**config.mk**
```make
export PLATFORM = sky130hd
export DESIGN_NAME = simple_spi_master
export DESIGN_NICKNAME = d
export VERILOG_FILES = /design/src/rtl/simple_spi_master.sv
export SDC_FILE = /design/constraint.sdc
export NUM_CORES = 1
export LEC_CHECK = 0
export ABC_AREA = 1
export CORE_MARGIN = 5
export CORE_UTILIZATION = 30
export DETAILED_ROUTE_END_ITERATION = 10
export GPL_TIMING_DRIVEN = 0
export PLACE_DENSITY = 0.56
export SKIP_LAST_GASP = 1
export SLEW_MARGIN = 15
export SYNTH_ARGS = -nofsm -noshare
export SYNTH_HDL_FRONTEND = slang
export SYNTH_SLANG_ARGS = --single-unit
```
**constraint.sdc**
```tcl
create_clock -name system_clk -period 2.74 [get_ports system_clk]
set_input_delay 0.548 -clock system_clk [delete_from_list [all_inputs] [get_ports system_clk]]
set_output_delay 0.548 -clock system_clk [all_outputs]
set_load 0.1 [all_outputs]
```
**src/rtl/simple_spi_master.sv**
```systemverilog
// SPI mode-0 master: frames a WIDTH-bit MSB-first exchange with chip select,
// SCK at system_clk/(2*CLKDIV), and a CLKDIV-long setup, hold and gap.
module simple_spi_master #(
    parameter int WIDTH  = 4,
    parameter int CLKDIV = 8
) (
    input  logic             system_clk,
    input  logic             nreset,
    input  logic             start,
    input  logic [WIDTH-1:0] value_mosi,
    output logic [WIDTH-1:0] value_miso,
    output logic             busy,
    output logic             done,
    output logic             pin_ncs,
    output logic             pin_clk,
    output logic             pin_mosi,
    input  logic             pin_miso
);
    localparam int CW = (CLKDIV > 1) ? $clog2(CLKDIV) : 1;
    localparam int BW = (WIDTH > 1) ? $clog2(WIDTH) : 1;
    localparam logic [CW-1:0] DIV_LAST = CW'(CLKDIV - 1);
    localparam logic [BW-1:0] BIT_LAST = BW'(WIDTH - 1);

    typedef enum logic [2:0] {IDLE, SETUP, HIGH, LOW, HOLD, GAP} state_t;

    state_t           state_q;
    logic [CW-1:0]    cnt_q, cnt_d;
    logic [BW-1:0]    bit_q;
    logic [WIDTH-1:0] tx_q, rx_q, value_miso_q;
    logic             busy_q, done_q, ncs_q, clk_q, mosi_q;
    logic             meta_q, sync_q;
    logic             tick;

    // Every state lasts CLKDIV cycles, so the counter simply reloads on expiry.
    assign tick  = (cnt_q == '0);
    assign cnt_d = tick ? DIV_LAST : cnt_q - CW'(1);

    always_ff @(posedge system_clk or negedge nreset) begin
        if (!nreset) begin
            meta_q <= 1'b0;
            sync_q <= 1'b0;
        end else begin
            meta_q <= pin_miso;
            sync_q <= meta_q;
        end
    end

    always_ff @(posedge system_clk or negedge nreset) begin
        if (!nreset) begin
            state_q      <= IDLE;
            cnt_q        <= '0;
            bit_q        <= '0;
            tx_q         <= '0;
            rx_q         <= '0;
            value_miso_q <= '0;
            busy_q       <= 1'b0;
            done_q       <= 1'b0;
            ncs_q        <= 1'b1;
            clk_q        <= 1'b0;
            mosi_q       <= 1'b0;
        end else begin
            done_q <= 1'b0;
            case (state_q)
                IDLE: begin
                    if (start) begin
                        tx_q    <= value_mosi;
                        bit_q   <= '0;
                        cnt_q   <= DIV_LAST;
                        busy_q  <= 1'b1;
                        ncs_q   <= 1'b0;
                        mosi_q  <= value_mosi[WIDTH-1];
                        state_q <= SETUP;
                    end
                end
                SETUP, LOW: begin
                    cnt_q <= cnt_d;
                    if (tick) begin
                        clk_q   <= 1'b1;
                        rx_q    <= {rx_q[WIDTH-2:0], sync_q};
                        state_q <= HIGH;
                    end
                end
                HIGH: begin
                    cnt_q <= cnt_d;
                    if (tick) begin
                        clk_q <= 1'b0;
                        // The falling edge after the last bit doubles as the start of HOLD.
                        if (bit_q == BIT_LAST) begin
                            mosi_q  <= 1'b0;
                            state_q <= HOLD;
                        end else begin
                            tx_q    <= {tx_q[WIDTH-2:0], 1'b0};
                            mosi_q  <= tx_q[WIDTH-2];
                            bit_q   <= bit_q + BW'(1);
                            state_q <= LOW;
                        end
                    end
                end
                HOLD: begin
                    cnt_q <= cnt_d;
                    if (tick) begin
                        ncs_q        <= 1'b1;
                        done_q       <= 1'b1;
                        value_miso_q <= rx_q;
                        state_q      <= GAP;
                    end
                end
                GAP: begin
                    cnt_q <= cnt_d;
                    if (tick) begin
                        busy_q  <= 1'b0;
                        state_q <= IDLE;
                    end
                end
                default: state_q <= IDLE;
            endcase
        end
    end

    assign value_miso = value_miso_q;
    assign busy       = busy_q;
    assign done       = done_q;
    assign pin_ncs    = ncs_q;
    assign pin_clk    = clk_q;
    assign pin_mosi   = mosi_q;

endmodule

```
==> results of run 1 <==
-- state kept, by name (all words and copies together) (netlist names) --
register and cells:
busy 1, rx_q 4, bit_q 2, tx_q 3, value_miso 4, pin_ncs 1, pin_mosi 1, done 1
state_q 3, meta_q 1, pin_clk 1, cnt_q 3, sync_q 1
-- cells in the final DEF, fill, tap and decap left out, types with 4 or more instances in the layout --
master and n:
o21ai_0 9, nand2_1 48, nand2_4 4, dfrtp_1 25
nand2_2 4, clkdlybuf4s50_1 15, o21ai_1 5, inv_1 11
nand3_1 13
-- power groups by stage --
stage | combinational (uW) | sequential (uW) | clock [uW]
after floorplan | 401 | 660 | 0
final | 633 | 564 | 321
after global routing | 718 | 582 | 352
after CTS | 643 | 566 | 333
after global placement | 617 | 567 | 0
after detailed placement | 635 | 573 | 0
-- kinds of logic (layout without fill, tap and decap cells) --
| group | count (synthesis) | count (layout) |
|---|---|---|
| AND/OR/NAND/NOR | 79 | 79 |
| flip-flops | 26 | 26 |
| AO/OA/AOI/OAI | 16 | 16 |
| buffers and inverters | 15 | 35 |
| XOR/XNOR | 1 | 1 |
| adder cells (fa/ha/maj) | 3 | 3 |
-- cell type report --
| class | instances | area, sq um |
|---|---|---|
| fillers | 404 | 2490 |
| inverters | 15 | 57.6 |
| well taps | 50 | 62.6 |
| clock buffers | 3 | 41.3 |
| repair buffers | 16 | 155 |
| multi-input cells | 99 | 567 |
| clock inverters | 1 | 30.0 |
| flip-flops and latches | 26 | 652 |
-- path summary, 6_finish.rpt --
path / end / cells past startpoint / slack [ns] / from
setup / recovery: pin_ncs / 1 / 0.24 / pin_ncs
hold / removal: cnt_q[1] / 1 / 0.25 / nreset
setup reg to reg: bit_q[0] / 9 / 1.26 / cnt_q[0]
hold reg to reg: sync_q / 0 / 0.36 / meta_q
max in group asynchronous: pin_clk / 1 / 2.09 / nreset
min in group system_clk: sync_q / 0 / 0.36 / meta_q
-- layer usage --
metal / track usage [%] / up-vias / wire length, microns
met5: 0 / - / 0
met4: 3.11 / 0 / 20
met3: 3.60 / 4 / 154
met2: 17.3 / 23 / 1110
met1: 12.7 / 448 / 1150
li1: - / 491 / -
-- metrics by stage --
step                      hold slack (ns)  setup slack (ns)
after CTS                           0.278             0.224
after floorplan                     0.252              1.29
after global placement              0.339             0.558
after global routing                0.292             0.184
after detailed placement            0.345             0.549
final                               0.252             0.241
==> metrics.cfg, run 1 <==
[placed_design]
place_area_sq_um = 1490
place_inst = 206
dp_hpwl_microns = 1770
gp_congestion = 0.809
io_buffers = 16

[timing]
clock.fmax_mhz = 400
tightestPinTransition_ns = 0.971
finalSetupViolations = 0
fin_crit_sh_pct = 91.2
period_needed_ns = 2.50
fin_skew_ns = 0.0133
hold_viol_final = 0
rsz0062_at_grt = false
max_slew_margin_pct = 35.0
setup_tns_ns = 0
report.final.slew_viol_count = 0

[clock_network]
cts_tree = yes
hold_buffers = 0
cts-root-buf = clkbuf_8
cts_num_sinks = 26
ctsResizeCount = 0
htree_levels = 1
post_cts_buffers = 0
cts.path.max_buffers = 2
path_clk_slew_ns = 0.10
clk_latency_ns = 0.28
cts_made_buffers = 3

[detailed_routing]
routed_wl_microns = 2440
vias = 966
wl_per_cell_microns = 11.6
route.detailed.drc = 0
vias_per_cell = 4.60
dr.pass1.iters = 4
ant_nets = 0
drt_first_iter_violations = 23

[yosys]
synth.area.top_cells = dfrtp_1, nand2_1, nand3_1
synthCells = 140
syn_avg_cell_area_sq_um = 9.12
ys_ff_latch = 26
synthAdderAreaFrac_pct = 2.94
yosys.area_share.simple_pct = 34.0
async_reset_ff_share_pct = 100
synth_cell_types = 20
synth_top_family_by_area = simple AND/OR/NAND/NOR gates
synth_compound_area_share_pct = 6.76
synth_warnings = 0
yosysTopAreaCell = dfrtp_1
synth_nets = 151
synth_area_sq_um = 1280
synth_edf_count = 0
synthTopCellsByCount = nand2_1, dfrtp_1, nand3_1
synth_xor_area_share_pct = 0.686
synth-seq-area-share_pct = 51.1
muxShareOfSynthArea_pct = 0
synth_ff_type = dfrtp_1
synth_top_area_share_pct = 49.0
yosysMostFrequentCell = nand2_1

[setup_path]
crit_family = buffers and inverters
crit_chain = clkdlybuf4s50_1
crit_path_start_kind = register
critical_path_class = register to output pin
worst-path-buf-inv = 1
critPathCaptureType = output pin
required_ns = 2.19
crit_slowest_cell = clkdlybuf4s50_1
arrival_ns = 1.95
critical_path.max_stage_delay_ns = 1.12
crit_fanout = 2

[power]
cellLeakagePower_uw = 0.000788
seqPwrFrac_pct = 37.2
p_switching_uw = 645
pwr-share-comb_pct = 41.7
ir_drop_mv = 0.429
power_uw = 1520
pwr-share-clk_pct = 21.1
intPower_uw = 873
swShare_pct = 42.5
powerDensity_nw_per_um2 = 970

[die]
pin_count = 17
die-area_sq_um = 5660
fp.coreArea_sq_um = 4060
floorplan.initialDensity_pct = 31.5
rows = 23
dieHeight_microns = 75.2
die_w_microns = 75.2

[finish]
layout-area-overhead-vs-synth_pct = 22.6
drive_gt1_share_pct = 17.5
nNetsFinal = 172
final_util_pct = 38.6
finalNonFillerCells = 210
final_area_sq_um = 1570
n_antenna_cell = 0

[status]
status = finished, final reports clean

[grt]
grt_first_pass_wirelength_microns = 4530
grt_max_degree = 27
gr-usage-all-layers_pct = 10.4
first_global_vias = 1023
antenna_found_initial = 0
overflow = 0

[min_path]
hp-class = input pin to asynchronous set/reset pin

[flow_run]
maxCapViolations = 0

Power figures use the tool's default switching activity.
==> inputs of run 2 (changes only) <==
CELL_PAD_IN_SITES_DETAIL_PLACEMENT = 1   (was not set)
CELL_PAD_IN_SITES_GLOBAL_PLACEMENT = 2   (was not set)
PLACE_DENSITY = 0.79   (was 0.56)
SLEW_MARGIN = 25   (was 15)
==> run 2 against run 1 <==
  * Worst setup slack better by 0.013 ns
  * Sequential share of layout area stayed put
  * Fmax grew 0.51%
  * Utilization unchanged
  * Cell count unchanged
  * Register-to-register slack improved by 0.03 ns
  * Wire length rose by 13%
  * Sequential power hardly changed
  * Sequential cell count unchanged
  * Clock power hardly changed
  * Clock skew down 0.012 ns
  * Largest power group unchanged
==> metrics.cfg, run 2 (synthesis results as in run 1) <==
[power]
cellLeakagePower_uw = 0.000788
swShare_pct = 43.2
seqPwrFrac_pct = 36.8
pwr-share-comb_pct = 42.2
powerDensity_nw_per_um2 = 981
p_switching_uw = 663
pwr-share-clk_pct = 21.0
power_uw = 1530
ir_drop_mv = 0.386
intPower_uw = 872

[timing]
fin_ws_ns = 0.254
fin_skew_ns = 0.00178
rsz0062_at_grt = false
report.final.slew_viol_count = 0
fin_crit_sh_pct = 90.7
setup_tns_ns = 0
finalSetupViolations = 0
hold_viol_final = 0
max_slew_margin_pct = 34.4
holdWs_ns = 0.267
tightestPinTransition_ns = 0.981
clock.fmax_mhz = 402
period_needed_ns = 2.49

[grt]
antenna_found_initial = 0
gr-usage-all-layers_pct = 11.5
first_global_vias = 1053
grt.met3_usage_pct = 4.01
grt_first_pass_wirelength_microns = 4930
overflow = 0
top_usage_layer = met2
grt_max_degree = 27
use_met1_pct = 13.6
use_met2_pct = 19.8

[clock_network]
path_clk_slew_ns = 0.09
cts.path.max_buffers = 2
cts_made_buffers = 3
ctsResizeCount = 0
post_cts_buffers = 0
cts-root-buf = clkbuf_8
htree_levels = 1
cts_num_sinks = 26
cts_tree = yes
clk_latency_ns = 0.27
hold_buffers = 0

[die]
rows = 23
die_w_microns = 75.2
pin_count = 17
dieHeight_microns = 75.2
die-area_sq_um = 5660
fp.coreArea_sq_um = 4060
floorplan.initialDensity_pct = 31.5

[detailed_routing]
ant_nets = 0
dr.pass1.iters = 3
vias_per_cell = 4.66
wl_per_cell_microns = 13.1
route.detailed.drc = 0
drt_first_iter_violations = 48
routed_wl_microns = 2760
vias = 978

[flow_run]
maxCapViolations = 0

[setup_path]
crit_fanout = 2
required_ns = 2.19
crit_chain = clkdlybuf4s50_1
crit_family = buffers and inverters
crit_slowest_cell = clkdlybuf4s50_1
arrival_ns = 1.94
crit_path_start_kind = register
critical_path_class = register to output pin
critical_path.max_stage_delay_ns = 1.12
worst-path-buf-inv = 1
critPathCaptureType = output pin

[finish]
layout-area-overhead-vs-synth_pct = 22.6
final_area_sq_um = 1570
n_antenna_cell = 0
mostFrequentLayoutCells = nand2_1, dfrtp_1, clkdlybuf4s50_1
fillers = 484
drive_gt1_share_pct = 17.5
final_common_cell = nand2_1
nNetsFinal = 172

[status]
status = finished, final reports clean

[min_path]
hp-class = input pin to asynchronous set/reset pin

[placed_design]
dp_hpwl_microns = 2100
place_area_sq_um = 1490
dp_slack_ns = 0.553
gp_congestion = 0.751
io_buffers = 16

run 2: cell counts in the layout (fill, tap and decap cells not counted):
Identical to the previous run, type by type.
run 2: area by class of cell:
class | instances | area (sq um) | share of cell area [%]
Inverter | 15 | 57.6 | 3.68
Sequential cell | 26 | 652 | 41.6
Clock inverter | 1 | 30.0 | 1.92
Clock buffer | 3 | 41.3 | 2.64
Tap cell | 50 | 62.6 | 4.00
Timing Repair Buffer | 16 | 155 | 9.91
Multi-Input combinational cell | 99 | 567 | 36.2
run 2: metrics by stage:
| step | util [%] | instances |
|---|---|---|
| after floorplan | - | 140 |
| after global placement | 36.9 | 206 |
| after detailed placement | 36.8 | 206 |
| after CTS | 38.6 | 210 |
| after global routing | 38.6 | 210 |
| final | 38.6 | 210 |
run 2: final timing paths:
path | from | depth (start not counted) | slack (ns) | end
min in group system_clk | meta_q | 0 | 0.37 | sync_q
max | pin_ncs | 1 | 0.25 | pin_ncs
min reg2reg | meta_q | 0 | 0.37 | sync_q
max in group asynchronous | nreset | 1 | 2.09 | value_miso[3]
max reg2reg | cnt_q[0] | 9 | 1.29 | tx_q[1]
min | nreset | 1 | 0.27 | meta_q
run 2: power groups by stage:
stage | combinational (uW) | clock (uW) | sequential [uW]
floorplan | 401 | 0 | 660
global placement | 624 | 0 | 568
detailed placement | 658 | 0 | 570
CTS | 663 | 339 | 564
global route | 743 | 357 | 576
finish | 648 | 322 | 564
run 2: routing by layer:
metal,share of wire (%),routed length [microns],up-vias
met5,0,0,-
met1,44,1220,464
met2,48,1330,20
met4,1.6,44,0
met3,6.0,165,4
li1,-,-,490
==> inputs of run 3 (changes only) <==
CAP_MARGIN = 30   (was not set)
==> results of run 3 <==
The final DEF is identical to that of run 2; final timing and power are the same.
